===== config.mk =====
export PLATFORM = sky130hd
export DESIGN_NAME = cache_refill_ctrl
export DESIGN_NICKNAME = d
export VERILOG_FILES = /design/src/rtl/cache_refill_ctrl.sv
export SDC_FILE = /design/constraint.sdc
export NUM_CORES = 1
export LEC_CHECK = 0
export CAP_MARGIN = 30
export CORE_MARGIN = 2
export CORE_UTILIZATION = 37
export CTS_CLUSTER_SIZE = 28
export DETAILED_ROUTE_END_ITERATION = 8
export PLACE_DENSITY = 0.8
export SYNTH_ARGS = -nofsm -noshare
export SYNTH_HDL_FRONTEND = slang
export SYNTH_SLANG_ARGS = --single-unit

===== constraint.sdc =====
create_clock -name clk -period 2 [get_ports clk]
set_input_delay 0.4 -clock clk [delete_from_list [all_inputs] [get_ports clk]]
set_output_delay 0.4 -clock clk [all_outputs]
set_load 0.01 [all_outputs]

===== src/rtl/cache_refill_ctrl.sv =====
// rtl/cache_refill_ctrl.sv - miss/refill sequencer for a 2-way write-through data cache
// Loads that miss burst-fill the victim way; stores go straight to memory.
module cache_refill_ctrl #(
    parameter int ADDRESS_WIDTH = 32,
    parameter int DATA_WIDTH    = 32,
    parameter int SETS          = 8,
    parameter int BLOCK_WORDS   = 4,
    localparam int IW           = $clog2(SETS),
    localparam int OW           = $clog2(BLOCK_WORDS)
) (
    input  logic                     clk,
    input  logic                     rst_n,
    input  logic                     req_valid,
    input  logic                     req_we,
    input  logic [ADDRESS_WIDTH-1:0] req_addr,
    input  logic [DATA_WIDTH-1:0]    req_wdata,
    input  logic                     hit_way0,
    input  logic                     hit_way1,
    input  logic                     lru_way,
    output logic                     stall,
    output logic                     mem_rd_req,
    output logic                     mem_wr_req,
    output logic [ADDRESS_WIDTH-1:0] mem_addr,
    output logic [DATA_WIDTH-1:0]    mem_wdata,
    input  logic                     mem_ack,
    input  logic [DATA_WIDTH-1:0]    mem_rdata,
    output logic                     fill_we,
    output logic                     fill_way,
    output logic [IW-1:0]            fill_index,
    output logic [OW-1:0]            fill_offset,
    output logic [DATA_WIDTH-1:0]    fill_data,
    output logic                     tag_valid_we,
    output logic                     lru_update,
    output logic                     lru_way_used
);

    localparam logic [OW-1:0] LAST_WORD = OW'(BLOCK_WORDS - 1);
    localparam logic [ADDRESS_WIDTH-1:0] WORD_MASK = {{(ADDRESS_WIDTH-2){1'b1}}, 2'b00};

    typedef enum logic [1:0] {
        S_IDLE,
        S_REFILL,
        S_FINISH,
        S_WRITE
    } state_e;

    state_e                   state_q, state_d;
    logic [OW-1:0]            cnt_q, cnt_d;
    logic [ADDRESS_WIDTH-1:0] addr_q, addr_d;
    logic [DATA_WIDTH-1:0]    wdata_q, wdata_d;
    logic                     victim_q, victim_d;

    logic hit;
    logic hit_way;
    logic [IW-1:0] addr_index;

    assign hit        = hit_way0 | hit_way1;
    // way0 takes priority when both tag compares fire
    assign hit_way    = !hit_way0;
    // set index sits directly above the word offset within the block
    assign addr_index = addr_q[OW+2 +: IW];

    always_comb begin
        state_d      = state_q;
        cnt_d        = cnt_q;
        addr_d       = addr_q;
        wdata_d      = wdata_q;
        victim_d     = victim_q;
        stall        = 1'b0;
        mem_rd_req   = 1'b0;
        mem_wr_req   = 1'b0;
        mem_addr     = '0;
        mem_wdata    = '0;
        fill_we      = 1'b0;
        fill_way     = 1'b0;
        fill_index   = '0;
        fill_offset  = '0;
        fill_data    = '0;
        tag_valid_we = 1'b0;
        lru_update   = 1'b0;
        lru_way_used = 1'b0;

        unique case (state_q)
            S_IDLE: begin
                if (req_valid) begin
                    if (req_we) begin
                        stall        = 1'b1;
                        addr_d       = req_addr;
                        wdata_d      = req_wdata;
                        lru_update   = hit;
                        lru_way_used = hit & hit_way;
                        state_d      = S_WRITE;
                    end else if (hit) begin
                        lru_update   = 1'b1;
                        lru_way_used = hit_way;
                    end else begin
                        stall    = 1'b1;
                        addr_d   = req_addr;
                        victim_d = lru_way;
                        cnt_d    = '0;
                        state_d  = S_REFILL;
                    end
                end
            end

            S_REFILL: begin
                stall       = 1'b1;
                mem_rd_req  = 1'b1;
                mem_addr    = {addr_q[ADDRESS_WIDTH-1:OW+2], cnt_q, 2'b00};
                fill_way    = victim_q;
                fill_index  = addr_index;
                fill_offset = cnt_q;
                if (mem_ack) begin
                    fill_we   = 1'b1;
                    fill_data = mem_rdata;
                    cnt_d     = cnt_q + 1'b1;
                    if (cnt_q == LAST_WORD) begin
                        state_d = S_FINISH;
                    end
                end
            end

            S_FINISH: begin
                stall        = 1'b1;
                tag_valid_we = 1'b1;
                fill_way     = victim_q;
                fill_index   = addr_index;
                lru_update   = 1'b1;
                lru_way_used = victim_q;
                state_d      = S_IDLE;
            end

            S_WRITE: begin
                mem_wr_req = 1'b1;
                mem_addr   = addr_q & WORD_MASK;
                mem_wdata  = wdata_q;
                // releasing stall on the ack cycle lets the pipeline advance on that edge
                stall      = !mem_ack;
                if (mem_ack) begin
                    state_d = S_IDLE;
                end
            end

            default: state_d = S_IDLE;
        endcase
    end

    always_ff @(posedge clk) begin
        if (!rst_n) begin
            state_q  <= S_IDLE;
            cnt_q    <= '0;
            addr_q   <= '0;
            wdata_q  <= '0;
            victim_q <= 1'b0;
        end else begin
            state_q  <= state_d;
            cnt_q    <= cnt_d;
            addr_q   <= addr_d;
            wdata_q  <= wdata_d;
            victim_q <= victim_d;
        end
    end

endmodule


* Word level (Yosys, flattened, before mapping)
Index checks and enable logic that the tools add are counted.
** Word-level totals
- Bits in registers :: 69
- Input bits :: 104
- Output and inout port bits :: 109
- Logic and storage cells :: 70
** Operators by class
- $add $sub $neg :: 1
- Equality and inequality tests :: 12
- Multiplexer cells :: 38
- Bitwise operators :: 4
- Reductions and logical operators :: 10
** Operators by type and width (count)
- 2-to-1 mux 32 bit :: 5
- case mux 32 bit (2 select lines) :: 1
- 2-to-1 mux 2 bit :: 11
- 2-to-1 mux 1 bit :: 15
- inequality test 2 bit (second input constant) :: 7
- AND reduction 5 bit :: 2
- case mux 2 bit (4 select lines) :: 1
- == test 2 bit (second input constant) :: 3
- AND reduction 3 bit :: 2
- case mux 1 bit (2 select lines) :: 2
- case mux 2 bit (2 select lines) :: 1
- AND reduction 4 bit :: 1
- 2-to-1 mux 3 bit :: 1
- inequality test 3 bit (second input constant) :: 1
- case mux 1 bit (3 select lines) :: 1
- adder 2 x 1 -> 2 bit (second input constant) :: 1
- == test 2 x 1 -> 1 bit (second input constant) :: 1
- logical NOT 1 bit :: 2
- logical NOT 2 bit :: 1
- inverter 1 bit :: 2
- nonzero test 2 bit :: 1
- OR reduction 2 bit :: 1
- AND 1 bit :: 1
- OR 1 bit :: 1

* Logic depth before layout (Yosys ltp)
- Depth in word-level cells :: 5
- Mapped depth :: 8

* Worst setup path before layout
OpenSTA, ideal clock, no wires.
- Kind :: reg2out
- From :: reg state_q[0]
- To :: out lru_way_used
- Arrival time :: 1.416 ns
- Slack :: 0.184 ns
- Stages on the path, launching flop included :: 6
- Path through :: dfxtp_1 clkbuf_1 inv_1 ha_1 and2_2 a32o_1
** On the way
- Longest elaborated chain between the ends :: 2
** Ends and longest elaborated chain
- from (decl) :: line 47 : state_e state_q, state_d;
- from (signal assigned) :: line 156 : state_q <= state_d;
- == test 2 bit / logical NOT 2 bit (equally long branches) :: line 83 : unique case (state_q)
- case mux 1 bit (2 select lines) (*) :: line 83
- to (decl) :: line 34 : output logic lru_way_used
Mark *: on every way between the ends. The rest lies on a longest branch, timed or not.

* Final worst setup path
- From :: reg state_q[0]
- To :: out fill_data[10]
** On the way
- Longest elaborated chain between the ends :: 2
** Ends and longest elaborated chain
- == test 2 x 1 -> 1 bit :: line 83
- 2-to-1 mux 32 bit :: line 83
- to (decl) :: line 31 : output logic [DATA_WIDTH-1:0] fill_data,
No other way between the ends.

==> metrics.txt <==
post-synthesis sequential area ratio 0.3894; H-tree Lvls 3; wire per inst 14.01 um; core box area 9153 um2; unrepaired setup endpoints after global routing true; CTS max path bufs 2; crit-path max FO 18; Reg2Reg Depth 9; antenna violations before repair 0; TNS Setup 0 ps; Worst R2R Start state_q[0]$_SDFFE_PN0P_; required time worst endpoint 1600 ps; flop-to-flop setup slack 330 ps; input/output buffers 208; CTS root buf clkbuf_8; Worst setup EP type output port; Final Cycle Share 0.9736; Synth area leaders dfxtp_1, nand2_1, and2_1; clk_lat worst skew 340 ps; critical path class flop to output port; Hold Violations, Final 0; outcome finished, final reports clean; area of the mapped netlist 3445 um2; share of layout cells above drive strength 1 0.1704; vias 3643; placed insts 754; cells after synthesis 438; Yosys top cell area share 0.3894; final std cells w/o fill 774; Final #Nets 769; Critical Path Sink fill_data[10]; Via density 4.707; # diodes 0; vias in the first global route 3612; final instance area 5861 um2; IO Count 213; # setup viols final 0; CP Cell Sequence buf_4 > ha_4 > buf_4 > buf_12 > and3_4 > buf_2; Pleak 2.748 nW; die width 100.5 um; total gr overflow 0; CP Launch Type flop; Yosys Warn Count 0; first-pass GRT wire length 17430 um; Post-Route Skew 11.39 ps; Final Critical Period 1947 ps; filler cell count 801; pwr dens 808.4 nW/um2; crit path max-delay cell type dfxtp_4; area post-placement 5777 um2; Routability Congestion 0.7567; Distinct cells, synth 31; drt first-iter violations 90; Rows 35; DP HPWL 7999 um; cell taking the most area after synthesis dfxtp_1; CTS Hold Bufs 0; CTS tree built; CP peak stage delay 360 ps; drt pass-1 iters 4; FMAX 0.5136 GHz; largest net degree at the start of global routing 37; max-cap violation count 0; DRT antenna net count 0; height of the die 100.5 um; cell mode on critical path buf_4; WL final 10840 um; Initial Util 0.3764; P&R area growth vs syn 70.14%; Worst VDD drop 0.6111 mV; Hold Crit Class flop to flop; crit path launch state_q[0]$_SDFFE_PN0P_; CTS sink count 67; Final Max Tran Viols 0; DIE AREA 10100 um2; clock-pin slew on the worst setup and hold paths 70 ps; critical path arrival 1550 ps; DRC Markers 0; Yosys reg bits 67; reg-to-reg endpoint cnt_q[0]$_SDFFE_PN0P_; cts bufs inserted 9; syn_area_per_cell 7.864 um2; GRT Util Overall 0.2147
worst max-delay path: cells and delay by family, from the launching register on:
kind,cells,cell delay [ps]
fa+ha+maj,1,160
flops,1,360
simple gates,1,150
buf+inv,4,550
state kept, by name (all words and copies together), names as in the netlist:
| signal | flops |
|---|---|
| wdata_q | 32 |
| addr_q | 30 |
| cnt_q | 2 |
| state_q | 2 |
| victim_q | 1 |
worst min-delay path by stage:
stage	startpoint	end	cells after the start
6_report	wdata_q[17]$_SDFFE_PN0P_	wdata_q[17]$_SDFFE_PN0P_	2
5_1_grt	wdata_q[3]$_SDFFE_PN0P_	wdata_q[3]$_SDFFE_PN0P_	2
4_1_cts	wdata_q[30]$_SDFFE_PN0P_	wdata_q[30]$_SDFFE_PN0P_	2
3_5_place_dp	wdata_q[17]$_SDFFE_PN0P_	wdata_q[17]$_SDFFE_PN0P_	2
3_3_place_gp	wdata_q[31]$_SDFFE_PN0P_	wdata_q[31]$_SDFFE_PN0P_	2
2_1_floorplan	addr_q[18]$_SDFFE_PN0P_	addr_q[18]$_SDFFE_PN0P_	2
through the flow:
stage          setup slack (ps)  utilization  hold slack, ps  power [mW]
4_1_cts                  -77.29       0.6427           452.0       4.830
2_1_floorplan             184.3            -           430.5       2.580
5_1_grt                  -3.784       0.6403           464.7       5.046
3_5_place_dp             -388.3       0.6312           442.0       3.606
3_3_place_gp             -346.0       0.6312           436.3       3.553
6_report                  52.86       0.6403           449.1       4.738
Yosys cell counts, drive strengths merged:
library cell,number
a2111oi,1
a21boi,62
a21o,2
a21oi,3
a32o,1
and2,67
and3,33
buf,16
clkbuf,20
conb,1
dfxtp,67
ha,6
inv,4
mux2i,5
nand2,134
nand3,1
nand3b,2
nor2,1
nor2b,3
nor3,1
nor3b,1
nor4,1
o21a,2
o21ai,3
o21bai,1
area by class of cell:
class	count	area (um2)	share of cell area
repair buffers	245	2196	0.3747
multi-input cells	332	1977	0.3373
flip-flops and latches	67	1349	0.2301
well taps	111	138.9	0.02370
clock buffers	10	127.6	0.02178
clock inverters	5	55.05	0.009394
inverters	4	17.52	0.002989
kinds of logic (layout without fill, tap and decap cells):
family / count (synthesis) / after routing / synth area share
AO/OA/AOI/OAI: 75 / 75 / 0.1671
adder cells (fa/ha/maj): 6 / 6 / 0.02179
buffers and inverters: 40 / 264 / 0.05593
flip-flops: 67 / 67 / 0.3894
multiplexers: 5 / 5 / 0.01453
other: 1 / 2 / 0.001089
AND/OR/NAND/NOR: 244 / 244 / 0.3502
metal layers:
layer  share of wire  vias to the layer above  track usage
met3           0.080                       10      0.07698
met4           0.010                        0      0.04215
met2            0.50                      118       0.3841
li1                -                     1852            -
met5               0                        -            0
met1            0.41                     1663       0.2474
cell usage in the layout (no fill, tap or decap), drive strengths merged, types with 2 or more instances in the layout:
cell           count
a21boi            62
a21o               2
a21oi              3
and2              67
and3              33
buf               73
clkbuf            14
clkdlybuf4s15     20
clkdlybuf4s50     99
clkinv             2
clkinvlp           2
conb               2
dfxtp             67
dlygate4sd2       48
ha                 6
inv                4
mux2i              5
nand2            134
nand3b             2
nor2b              3
o21a               2
o21ai              3
repair_timing:
item	in CTS	in global routing
gates cloned	2	0
buffers inserted	4	0
pin swaps	1	0
gates resized for setup	257	14
setup endpoints to repair	102	29
where the power goes:
group | switching, mW | internal [mW]
registers | 0.0964 | 1.51
clock network | 0.506 | 0.565
logic | 1.00 | 1.06
Note: power is estimated with default switching activity, not from simulation.
